### config.mk
export PLATFORM = sky130hd
export DESIGN_NAME = legv8_program_loader
export DESIGN_NICKNAME = d
export VERILOG_FILES = /design/src/rtl/legv8_pkg.sv /design/src/rtl/legv8_encode.sv /design/src/rtl/legv8_program_loader.sv
export SDC_FILE = /design/constraint.sdc
export NUM_CORES = 1
export LEC_CHECK = 0
export BUFFER_PORTS_ARGS = -buffer_cell sky130_fd_sc_hd__buf_2
export CELL_PAD_IN_SITES_DETAIL_PLACEMENT = 1
export CELL_PAD_IN_SITES_GLOBAL_PLACEMENT = 1
export CORE_ASPECT_RATIO = 0.6
export CORE_MARGIN = 5
export CORE_UTILIZATION = 32
export DETAILED_ROUTE_END_ITERATION = 12
export PLACE_DENSITY_LB_ADDON = 0.3
export SLEW_MARGIN = 20
export SYNTH_ARGS = -nofsm -noshare
export SYNTH_HDL_FRONTEND = slang
export SYNTH_HIERARCHICAL = 1
export SYNTH_SLANG_ARGS = --single-unit
### constraint.sdc
create_clock -name clk -period 2.25 [get_ports clk]
set_input_delay 0.3375 -clock clk [delete_from_list [all_inputs] [get_ports clk]]
set_output_delay 0.3375 -clock clk [all_outputs]
set_load 0.005 [all_outputs]
### src/rtl/legv8_pkg.sv
// Shared definitions for the LEGv8 program loader:
// request opcodes, machine opcodes, immediate limits, FSM states.
package legv8_pkg;

  typedef enum logic [3:0] {
    OP_ADDI = 4'd0,
    OP_ADDS = 4'd1,
    OP_AND  = 4'd2,
    OP_B    = 4'd3,
    OP_B_LT = 4'd4,
    OP_CBZ  = 4'd5,
    OP_EOR  = 4'd6,
    OP_LDUR = 4'd7,
    OP_LSR  = 4'd8,
    OP_STUR = 4'd9,
    OP_SUBS = 4'd10
  } op_e;

  localparam logic [10:0] OPC_ADDS = 11'b10101011000;
  localparam logic [10:0] OPC_AND  = 11'b10001010000;
  localparam logic [10:0] OPC_EOR  = 11'b11001010000;
  localparam logic [10:0] OPC_SUBS = 11'b11101011000;
  localparam logic [10:0] OPC_LSR  = 11'b11010011010;
  localparam logic [10:0] OPC_LDUR = 11'b11111000010;
  localparam logic [10:0] OPC_STUR = 11'b11111000000;
  localparam logic [9:0]  OPC_ADDI = 10'b1001000100;
  localparam logic [7:0]  OPC_CBZ  = 8'b10110100;
  localparam logic [7:0]  OPC_BCND = 8'b01010100;
  localparam logic [5:0]  OPC_B    = 6'b000101;

  localparam logic [4:0] COND_LT = 5'b01011;

  localparam int ADDI_MIN  = 0;
  localparam int ADDI_MAX  = 4095;
  localparam int DT_MIN    = -256;
  localparam int DT_MAX    = 255;
  localparam int SHAMT_MIN = 0;
  localparam int SHAMT_MAX = 63;
  localparam int CB_MIN    = -(1 << 18);
  localparam int CB_MAX    = (1 << 18) - 1;
  localparam int BR_MIN    = -(1 << 25);
  localparam int BR_MAX    = (1 << 25) - 1;

  typedef enum logic [1:0] {
    S_IDLE  = 2'd0,
    S_WRITE = 2'd1,
    S_DONE  = 2'd2,
    S_ERR   = 2'd3
  } state_e;

  function automatic logic in_range(
    input logic signed [31:0] v,
    input int lo,
    input int hi
  );
    return (v >= lo) && (v <= hi);
  endfunction

endpackage

### src/rtl/legv8_encode.sv
// Combinational encoder: symbolic request to 32-bit LEGv8 word
// plus a legality flag covering opcode and immediate range.
module legv8_encode
  import legv8_pkg::*;
(
  input  logic [3:0]  op,
  input  logic [4:0]  rd,
  input  logic [4:0]  rn,
  input  logic [4:0]  rm,
  input  logic [31:0] imm,
  output logic [31:0] word,
  output logic        legal
);

  logic signed [31:0] simm;

  assign simm = $signed(imm);

  always_comb begin
    word  = '0;
    legal = 1'b1;
    case (op)
      OP_ADDS: word = {OPC_ADDS, rm, 6'd0, rn, rd};
      OP_AND:  word = {OPC_AND,  rm, 6'd0, rn, rd};
      OP_EOR:  word = {OPC_EOR,  rm, 6'd0, rn, rd};
      OP_SUBS: word = {OPC_SUBS, rm, 6'd0, rn, rd};
      OP_LSR: begin
        legal = in_range(simm, SHAMT_MIN, SHAMT_MAX);
        word  = {OPC_LSR, 5'd0, imm[5:0], rn, rd};
      end
      OP_ADDI: begin
        legal = in_range(simm, ADDI_MIN, ADDI_MAX);
        word  = {OPC_ADDI, imm[11:0], rn, rd};
      end
      OP_LDUR: begin
        legal = in_range(simm, DT_MIN, DT_MAX);
        word  = {OPC_LDUR, imm[8:0], 2'b00, rn, rd};
      end
      OP_STUR: begin
        legal = in_range(simm, DT_MIN, DT_MAX);
        word  = {OPC_STUR, imm[8:0], 2'b00, rn, rd};
      end
      OP_B: begin
        legal = in_range(simm, BR_MIN, BR_MAX);
        word  = {OPC_B, imm[25:0]};
      end
      OP_CBZ: begin
        legal = in_range(simm, CB_MIN, CB_MAX);
        word  = {OPC_CBZ, imm[18:0], rd};
      end
      OP_B_LT: begin
        legal = in_range(simm, CB_MIN, CB_MAX);
        word  = {OPC_BCND, imm[18:0], COND_LT};
      end
      default: legal = 1'b0;
    endcase
  end

endmodule

### src/rtl/legv8_program_loader.sv
// Loads encoded LEGv8 instructions into consecutive imem words,
// one word per two cycles, stopping on last request, full or error.
module legv8_program_loader
  import legv8_pkg::*;
#(
  parameter int ADDR_W = 7
) (
  input  logic              clk,
  input  logic              reset,
  input  logic              req_valid,
  output logic              req_ready,
  input  logic [3:0]        req_op,
  input  logic [4:0]        req_rd,
  input  logic [4:0]        req_rn,
  input  logic [4:0]        req_rm,
  input  logic [31:0]       req_imm,
  input  logic              req_last,
  input  logic              restart,
  output logic              imem_we,
  output logic [ADDR_W-1:0] imem_addr,
  output logic [31:0]       imem_wdata,
  output logic [ADDR_W:0]   count,
  output logic              done,
  output logic              err
);

  localparam logic [ADDR_W-1:0] ADDR_ONE = ADDR_W'(1);
  localparam logic [ADDR_W:0]   CNT_ONE  = (ADDR_W+1)'(1);

  state_e      state;
  logic        last_q;
  logic [31:0] enc_word;
  logic        enc_legal;

  legv8_encode u_enc (
    .op    (req_op),
    .rd    (req_rd),
    .rn    (req_rn),
    .rm    (req_rm),
    .imm   (req_imm),
    .word  (enc_word),
    .legal (enc_legal)
  );

  always_ff @(posedge clk) begin
    if (reset) begin
      state      <= S_IDLE;
      req_ready  <= 1'b0;
      imem_we    <= 1'b0;
      imem_addr  <= '0;
      imem_wdata <= '0;
      count      <= '0;
      done       <= 1'b0;
      err        <= 1'b0;
      last_q     <= 1'b0;
    end else begin
      unique case (state)
        S_IDLE: begin
          if (req_valid && req_ready) begin
            req_ready <= 1'b0;
            if (enc_legal) begin
              imem_wdata <= enc_word;
              imem_we    <= 1'b1;
              last_q     <= req_last;
              state      <= S_WRITE;
            end else begin
              err   <= 1'b1;
              state <= S_ERR;
            end
          end else begin
            req_ready <= 1'b1;
          end
        end
        S_WRITE: begin
          imem_we   <= 1'b0;
          imem_addr <= imem_addr + ADDR_ONE;
          count     <= count + CNT_ONE;
          // Writing the top word means memory is now full.
          if (last_q || (&imem_addr)) begin
            done  <= 1'b1;
            state <= S_DONE;
          end else begin
            req_ready <= 1'b1;
            state     <= S_IDLE;
          end
        end
        S_DONE, S_ERR: begin
          if (restart) begin
            imem_addr <= '0;
            count     <= '0;
            done      <= 1'b0;
            err       <= 1'b0;
            req_ready <= 1'b1;
            state     <= S_IDLE;
          end
        end
        default: state <= S_IDLE;
      endcase
    end
  end

endmodule
==> results of run 1 <==
## worst reg2reg max path, cell delays in order, from the launching register on
cell and delay (ns):
dfxtp_1 0.45, and4bb_2 0.89, nand3_1 0.24, a21oi_1 0.18
## registers in the layout (all words and copies together) (netlist names)
signal and flops:
req_ready 1, err 1, imem_addr 7, imem_we 1
state 2, done 1, imem_wdata 32, count 8
last_q 1
## area by class of cell
| class | count | area, sq um |
|---|---|---|
| Clock buffer | 6 | 139 |
| Fill cell | 1229 | 5730 |
| Inverter | 9 | 33.8 |
| Multi-Input combinational cell | 316 | 1880 |
| Sequential cell | 54 | 1080 |
| Tap cell | 135 | 169 |
| Timing Repair Buffer | 130 | 736 |
## worst max-delay path by stage
stage / start / end / slack, ns / depth (start not counted)
detailed placement: req_imm[27] / imem_wdata[16] / -0.15 / 10
finish: req_imm[27] / imem_wdata[9] / 0.18 / 10
floorplan: req_imm[27] / imem_wdata[28] / 0.1 / 10
global placement: req_imm[27] / imem_wdata[24] / 0.02 / 10
CTS: req_imm[27] / imem_wdata[22] / 0.14 / 10
global route: req_imm[27] / imem_wdata[10] / 0.0005 / 10
## Yosys cell counts (all sizes together), types with 2 or more instances
library cell   n  area, sq um
or2            4         25.0
ha             2         25.0
o21a           5         37.5
buf           20          116
a2bb2oi        2         17.5
clkbuf        15         56.3
a22o           6         52.6
mux2i          5         50.1
a21boi         3         26.3
nand4          9         56.3
o21bai         2         15.0
inv            9         33.8
or3            4         25.0
or3b           2         17.5
a22oi          4         30.0
dfxtp         54         1080
and3           3         18.8
a21o           2         15.0
nand3b         2         15.0
o22a           2         17.5
and4b          3         30.0
nor2          13         48.8
nand2         42          158
a21oi         46          230
a222oi        14          140
nor4           6         50.0
a211oi         3         22.5
nand3         44          220
xor2           3         26.3
nand2b         7         43.8
o21ai         48          240
nor3           8         45.0
a32oi          2         17.5
nor2b          5         31.3
## cells in the final DEF, fill, tap and decap left out, types with 3 or more instances in the layout
cell and instances:
o21ai_0 41, and3_1 3, clkbuf_16 5, a22o_1 6, nand2b_1 7, nor3_1 6, inv_1 9, buf_2 106
dfxtp_1 54, nand2_1 42, a21oi_1 46, and4b_1 3, o21a_1 5, xor2_1 3, mux2i_1 5, buf_4 22
nor2_1 13, nor4_1 4, nand3_1 44, a211oi_1 3, nor2b_1 5, or2_2 4, nand4_1 9, a222oi_1 14
or3_1 4, o21ai_1 7, a22oi_1 4
## stage by stage
| stage | hold slack, ns | cell area (sq um) |
|---|---|---|
| after floorplan | 0.449 | 3170 |
| after global placement | 0.438 | 3900 |
| after detailed placement | 0.458 | 3900 |
| after CTS | 0.326 | 4040 |
| after global routing | 0.362 | 4040 |
| final | 0.330 | 4040 |
## routing by layer
metal  track usage (%)  wire length (um)  vias up
met5                 0                 0        -
met4              3.14                78        0
met3              3.73               830        6
met2              31.4              5470      108
met1              30.5              6020     1823
li1                  -                 -     1754
## cells by family (layout without fill, tap and decap cells)
group | Yosys count | after routing | synth area share (%)
and+or+nand+nor | 158 | 158 | 26.6
DFF | 54 | 54 | 34.1
muxes | 5 | 5 | 1.58
buffers and inverters | 44 | 145 | 6.52
AOI/OAI and AO/OA | 148 | 148 | 29.6
xor gates and xnor gates | 3 | 3 | 0.830
adders and majority gates | 2 | 2 | 0.790
## where the power goes
group	internal [uW]	leakage, uW	switching (uW)
registers	987	0.000437	38.3
logic	195	0.00122	315
clock network	431	0.0000688	331
total	1610	0.00173	684
==> metrics, run 1 <==
Vias per Instance around 5.7; Clock Pin Slew Worst Setup and Hold Paths around 0.070 ns; htree depth 2; width of the chip approximately 140 um; CP required 2.40 ns; PnR worst setup slack around 0.18 ns; crit start category primary input; worst min path class primary input to flip-flop; Worst Setup End Kind flip-flop; CP peak stage delay 0.53 ns; Initial Util 32.4%; critical path arrival ~2.2 ns; pin count of the biggest net entering global routing 51; core footprint roughly 9800 sq um; pre-CTS worst setup slack -0.154 ns; PD cells 568 nW/um^2; Critical R2R Launch state[1]; wire per inst between 15 and 20 um; setup_tns 0 ns; asr flop ratio synth 0%; drt total wl roughly 12 mm; root buffer cell clkbuf_16; synth warn 6; drt drc 0; die area roughly 12000 sq um; Crit path buffers/inverters 3; RePlAce Congestion 0.941; status finished clean; Non-Filler Instances between 600 and 700; max frequency a little under 500 MHz; maximum VDD drop roughly 0.3 mV; register area share after synthesis 34.1%; DR pass1 iterations 8; initial antenna violation count 0; port bufs roughly 110; Hold Path End last_q; cell at the slowest stage of the critical path or4_1; R2R cell count 3; RSZ-0062 raised after global routing false; final net count 574; max cap viols 0; ant diodes 0; first-pass GRT wire length approximately 20 mm; Clock Path Buffers 2; I/O Pins 107; Distinct cells, synth 56; CP Class primary input to flip-flop; Core Rows 28; Hold Vio Cnt, Final 0; Syn Area/Cell around 7.6 sq um; total power 2300 uW; First DRT Iteration DRCs 330; CTS buffer count 5; leakage power between 0.0015 and 0.002 uW; Hold-fix buffers, CTS 0; CTS tree yes; GRT Overall Usage between 20% and 30%; crit path time final slightly above 2 ns; Setup Skew ~0.0032 ns; Routed Antenna Nets 0; post_cts resized 0; #FFs+latches synth 54; Worst path top cell family by delay simple AND/OR/NAND/NOR gates; total number of vias roughly 3700; Final Setup Violations 0; area delta synth->final 27.7%; Post-Synthesis Cell Area ~3200 sq um; post-CTS setup buffer count 0; hold_sp req_last; post-synthesis cell count between 400 and 500; Layout Utilization around two fifths; commonest register cell after synthesis dfxtp_1; Post-synth EDFFs 0; Reg2Reg Setup Slack 0.41 ns; Die Y 87.1 um; Slew Limit Headroom roughly half; CTS sink count 54; CP Cell Sequence buf_2 > or4_1 > nor4_2 > and3_1 > nand4_1 > nand4_1 > inv_1 > buf_12 > o21ai_0 > a21oi_1; final worst path period share between 90% and 100%; Slew @ Worst Pin just under 0.8 ns; vias in the first global route 3701; Crit path top cell by count nand4_1; hold path depth 3; Post-Place Cells 644; Net Count, Synth between 400 and 500; dpl hpwl 9.58 mm; clk_lat worst skew between 0.2 and 0.3 ns; share of layout cells above drive strength 1 around 29%; RR Endpoint imem_wdata[4]; Final Max Tran Viols 0; CP max FO 34; GRT overflow 0
Power figures use the tool's default switching activity.
==> run 2: changes to the inputs <==
PLACE_DENSITY_LB_ADDON = 0.1   (was 0.3)
==> run 2 against run 1 <==
Against the previous run:
- sequential power about the same
- non-clock buffer count unchanged
- sequential share of layout area decreased by 0.22 points
- via count decreased by 1.4%
- design area increased by 0.84%
- critical endpoint is now imem_wdata[12]
- clock skew increased by 0.0055 ns
- largest cell class unchanged
- clock-buffer cell count increased by 1
- global-route usage decreased by 0.095 points
==> metrics, run 2 (synthesized netlist as in run 1, its figures left out) <==
drt drc 0 (unchanged); FF+latch area 1080 sq um (unchanged); max FFs per register 32 (unchanged); RSZ-0062 raised after global routing false; post-CTS setup buffer count 0 (unchanged); maximum VDD drop 0.314 mV (+4.0%); commonest non-fill, non-tap cell in the layout buf_2; CP Class primary input to flip-flop; CTS buffer count 5 (unchanged); commonest non-fill, non-tap cells in the layout buf_2, dfxtp_1, a21oi_1; total power 2330 uW (+1.4%); core footprint 9770 sq um (unchanged); Clock Pin Slew Worst Setup and Hold Paths 0.07 ns (about the same); Hold-fix buffers, CTS 0 (unchanged); width of the chip 138 um (unchanged); final worst path period share 92.1% (about the same); Worst Setup End Kind flip-flop; crit path time final 2.07 ns (+0.00193 ns); RePlAce Congestion 0.864 (-8.2%); First DRT Iteration DRCs 281 (-15%); clk_lat worst skew 0.29 ns (about the same); Final Setup Violations 0 (unchanged); Slew @ Worst Pin 0.753 ns (-0.0227 ns); initial antenna violation count 0 (unchanged); Routed Antenna Nets 0 (unchanged); total number of vias 3639 (-1.4%); leakage power 0.00174 uW (+0.89%); DR pass1 iterations 7 (-1); dpl hpwl 9.52 mm (-0.57%); critical path arrival 2.23 ns (about the same); root buffer cell clkbuf_16; htree depth 2 (unchanged); share of layout cells above drive strength 1 28.6% (+0.083 points); Most flops, register imem_wdata; GRT Overall Usage 20.4% (-0.095 points); die area 12100 sq um (unchanged); CTS tree yes; Core Rows 28 (unchanged); Vias per Instance 5.58 (-1.7%); worst min path class primary input to flip-flop; max frequency 482 MHz (about the same); Setup Skew 0.00877 ns (+0.00553 ns); post-route cell area 4080 sq um (+0.84%); CTS sink count 54 (unchanged); PD cells 571 nW/um^2 (+0.52%); Multi-input gate area 1880 sq um (unchanged); CP required 2.41 ns (about the same); post_cts resized 0 (unchanged); top flop regs imem_wdata (32), count (8), imem_addr (7); first-pass GRT wire length 19.7 mm (-1.8%); CP max FO 34 (unchanged); Die Y 87.1 um (unchanged); wire per inst 19.0 um (-0.28%); crit start category primary input; Post-DP Area 3930 sq um (+0.64%); area delta synth->final 28.7%; Hold Vio Cnt, Final 0 (unchanged); Slew Limit Headroom 48.3% (+0.079 points); I/O Pins 107 (unchanged); GRT overflow 0 (unchanged); Initial Util 32.4% (unchanged); port bufs 106 (unchanged); ant diodes 0 (unchanged); filler instances 1234 (+0.41%); Clock Path Buffers 2 (unchanged); pin count of the biggest net entering global routing 38 (-25%); drt total wl 12.4 mm (about the same); status finished clean; final net count 574 (unchanged); vias in the first global route 3550 (-4.1%); max cap viols 0 (unchanged); Final Max Tran Viols 0 (unchanged)
## run 2: changes by cell type in the layout (fill, tap and decap cells not counted), sizes merged
cell / delta
clkbuf: +1
clkinv: +1
## run 2: area by class of cell
class | instances | share of cell area [%]
tap | 135 | 4.14
clock inverter | 1 | 0.123
multi-input combinational | 316 | 46.2
sequential | 54 | 26.5
timing repair buffer | 130 | 18.7
clock buffer | 7 | 3.50
inverter | 9 | 0.829
## run 2: worst paths after layout
| check | startpoint | cells after the start | endpoint | slack, ns |
|---|---|---|---|---|
| worst min-delay path | req_last | 3 | last_q | 0.29 |
| worst max register to register | state[1] | 4 | state[1] | 0.44 |
| worst max-delay path | req_imm[27] | 10 | imem_wdata[12] | 0.18 |
| worst min register to register | done | 2 | done | 0.45 |
## run 2: critical path: stages
cell     delay, ns
buf_2         0.10
or4_1         0.53
nor4_2        0.20
and3_1        0.23
nand4_1       0.08
nand4_1       0.17
inv_1         0.10
buf_12        0.17
o21ai_0       0.21
a21oi_1       0.09
## run 2: layer usage
metal / routed length (um) / GRT usage (%) / vias up
met5: 0 / 0 / -
met4: 53 / 2.69 / 0
met3: 739 / 4.44 / 6
met2: 4970 / 28.8 / 118
met1: 6640 / 31.9 / 1760
li1: - / - / 1755
## run 2: metrics by stage
step,hold WS [ns],TNS (ns),utilization (%),instances,setup WS [ns]
2_1_floorplan,0.449,0,-,414,0.0960
3_3_place_gp,0.434,0,40.2,644,0.0231
3_5_place_dp,0.449,-1.27,40.2,644,-0.0936
4_1_cts,0.283,0,41.7,652,0.211
5_1_grt,0.290,0,41.7,652,0.0743
6_report,0.290,0,41.7,652,0.177
## run 2: report_power, final
group | switching [uW] | leakage [uW] | internal, uW
registers | 38.1 | 0.000437 | 986
logic | 319 | 0.00123 | 200
clock network | 342 | 0.0000739 | 442
==> run 3: changes to the inputs <==
BUFFER_PORTS_ARGS = -buffer_cell sky130_fd_sc_hd__buf_4   (was -buffer_cell sky130_fd_sc_hd__buf_2)
CTS_CLUSTER_SIZE = 30   (was not set)
SYNTH_HIERARCHICAL = not set   (was 1)
==> run 3 against run 2 <==
Against the previous run:
- core utilization rose by 3.1 points
- flip-flop and latch count did not move
- critical path type unchanged
- via count fell by 0.27%
- clock-buffer cell count fell by 1
- combinational power fell by 9.6%
- routed wire length rose by 4.2%
- critical path depth fell by 1
- highest routed layer unchanged
- die area fell by 0.18%
- worst setup slack got worse by 0.058 ns
- sequential share of layout area fell by 1.8 points
- global-route usage rose by 1.1 points
- synthesized area fell by 0.20%
==> metrics, run 3 <==
status finished clean; Worst path top cell family by delay compound AO/OA/AOI/OAI gates; vias in the first global route 3590 (+1.1%); first-pass GRT wire length 20.5 mm (+3.8%); top flop regs imem_wdata (32), count (8), imem_addr (7); GRT Overall Usage 21.5% (+1.1 points); PnR worst setup slack 0.119 ns (-0.0583 ns); Post-synth top cells nor2_1, dfxtp_1, nand2_1; CP max FO 38 (+12%); root buffer cell clkbuf_16; max cap viols 0 (unchanged); final worst path period share 94.7% (+2.6 points); cell at the slowest stage of the critical path nor4_1; CP Class primary input to flip-flop; Post-Synthesis Cell Area 3160 sq um (-0.20%); CP peak stage delay 0.48 ns (-0.05 ns); pre-CTS worst setup slack -0.152 ns (-0.0588 ns); PD cells 514 nW/um^2 (-10%); Net Count, Synth 467 (-1.1%); #FFs+latches synth 54 (unchanged); width of the chip 138 um (about the same); Setup Skew 0.00568 ns (-0.00309 ns); Hold-fix buffers, CTS 0 (unchanged); register area share after synthesis 34.2% (+0.068 points); wire per inst 19.6 um (+3.2%); asr flop ratio synth 0% (unchanged); Crit path buffers/inverters 2 (-1); Reg2Reg Setup Slack 0.43 ns (about the same); Die Y 87.0 um (about the same); area delta synth->final 38.2%; Hold Path End last_q; dpl hpwl 10.3 mm (+8.3%); die area 12000 sq um (-0.18%); post_cts resized 0 (unchanged); CTS sink count 54 (unchanged); Initial Util 32.5% (+0.052 points); RePlAce Congestion 0.894 (+3.5%); Distinct cells, synth 54 (-3.6%); CP required 2.44 ns (+0.03 ns); hold_sp req_last; max frequency 469 MHz (-2.7%); Final Max Tran Viols 0 (unchanged); DR pass1 iterations 4 (-3); port bufs 106 (unchanged); CP Cell Sequence buf_4 > nor4_1 > nand4_1 > a211oi_2 > o21ai_2 > a21oi_4 > buf_12 > nor2_1 > a311oi_1; Routed Antenna Nets 0 (unchanged); RSZ-0062 raised after global routing false; R2R cell count 8 (+4); initial antenna violation count 0 (unchanged); post-synthesis cell count 409 (-1.2%); pin count of the biggest net entering global routing 39 (+2.6%); ant diodes 0 (unchanged); Hold Vio Cnt, Final 0 (unchanged); commonest non-fill, non-tap cells in the layout buf_4, nor2_1, dfxtp_1; drt drc 0 (unchanged); crit start category primary input; final net count 580 (+1.0%); RR Endpoint req_ready; drt total wl 12.9 mm (+4.2%); commonest register cell after synthesis dfxtp_1; Clock Path Buffers 2 (unchanged); leakage power 0.00180 uW (+3.0%); Core Rows 28 (unchanged); worst min path class primary input to flip-flop; crit path time final 2.13 ns (+0.0583 ns); Syn Area/Cell 7.73 sq um (+1.0%); commonest non-fill, non-tap cell in the layout buf_4; post-synth top area share 34.2% (+0.068 points); synth warn 0 (-6); hold path depth 3 (unchanged); CTS buffer count 5 (unchanged); Vias per Instance 5.52 (-1.2%); GRT overflow 0 (unchanged); First DRT Iteration DRCs 178 (-37%); count leader, synth nor2_1; CTS tree yes; top cells by area, synth dfxtp_1, nor2_1, a22oi_1; Layout Utilization 44.8% (+3.1 points); post-synth top area cell dfxtp_1; clk_lat worst skew 0.29 ns (about the same); Slew @ Worst Pin 0.518 ns (-0.235 ns); Most flops, register imem_wdata; critical path arrival 2.32 ns (+0.09 ns); Worst Setup End Kind flip-flop; Critical R2R Launch imem_addr[0]; core footprint 9740 sq um (-0.36%); Clock Pin Slew Worst Setup and Hold Paths 0.07 ns (about the same); total number of vias 3629 (-0.27%); htree depth 2 (unchanged); Final Setup Violations 0 (unchanged); maximum VDD drop 0.306 mV (-2.7%); I/O Pins 107 (unchanged); post-CTS setup buffer count 0 (unchanged); Post-synth EDFFs 0 (unchanged); max FFs per register 32 (unchanged); Slew Limit Headroom 65.4% (+17 points); share of layout cells above drive strength 1 29.8% (+1.2 points)
[run 3: cell types whose count changed after synthesis, sizes merged, moves of 8 or more]
cell    delta
a221oi     +9
a22oi     +16
a311oi     +8
nor2      +58
a21oi     -16
o21ai     -29
nand2     -10
a211oi    +17
a222oi    -14
nand3     -35
[run 3: how the worst max path moves through the flow]
stage	startpoint	to	slack, ns	depth (start not counted)
2_1_floorplan	req_op[1]	imem_wdata[1]	0.33	9
3_3_place_gp	req_imm[29]	last_q	-0.08	9
3_5_place_dp	req_imm[29]	imem_wdata[27]	-0.15	9
4_1_cts	req_imm[29]	imem_wdata[29]	0.16	9
5_1_grt	req_imm[29]	imem_wdata[17]	0.02	9
6_report	req_imm[29]	imem_wdata[27]	0.12	9
[run 3: worst min-delay path, delay by kind of cell]
| kind | cells | cell delay (ns) |
|---|---|---|
| buffers and inverters | 1 | 0.09 |
| and+or+nand+nor | 1 | 0.08 |
| muxes | 1 | 0.06 |
[run 3: cells by family after synthesis]
| group | synth area share [%] |
|---|---|
| simple gates | 24.5 |
| xor+xnor | 2.22 |
| flops | 34.2 |
| buf+inv | 5.07 |
| compound gates | 30.4 |
| fa+ha+maj | 0.792 |
| mux | 2.89 |
[run 3: layout make-up]
type / instances / area [sq um]
inverter: 6 / 22.5
fill: 1241 / 5370
clock inverter: 2 / 13.8
tap: 135 / 169
sequential: 54 / 1080
multi-input combinational: 319 / 1920
timing repair buffer: 136 / 1030
clock buffer: 6 / 129
[run 3: report_power, final]
group / total (uW) / leakage, uW / switching, uW / internal (uW)
sequential: 1010 / 0.000437 / 26.5 / 983
clock: 766 / 0.0000708 / 352 / 414
combinational: 469 / 0.00129 / 256 / 213
[run 3: stage by stage]
step	power, uW	area, sq um	instances	hold WS [ns]	setup TNS (ns)
floorplan	1240	3160	409	0.442	0
global placement	1490	4230	650	0.450	-1.67
detailed placement	1500	4230	650	0.460	-2.64
CTS	2270	4370	658	0.313	0
global route	2360	4370	658	0.343	0
finish	2240	4370	658	0.309	0
[run 3: per-layer routing]
metal,track usage (%),part of all wire [%],vias to the layer above
met5,0,0,-
met4,2.78,0.68,0
met3,5.87,7.0,8
met2,31.6,41,102
met1,32.0,51,1777
li1,-,-,1742
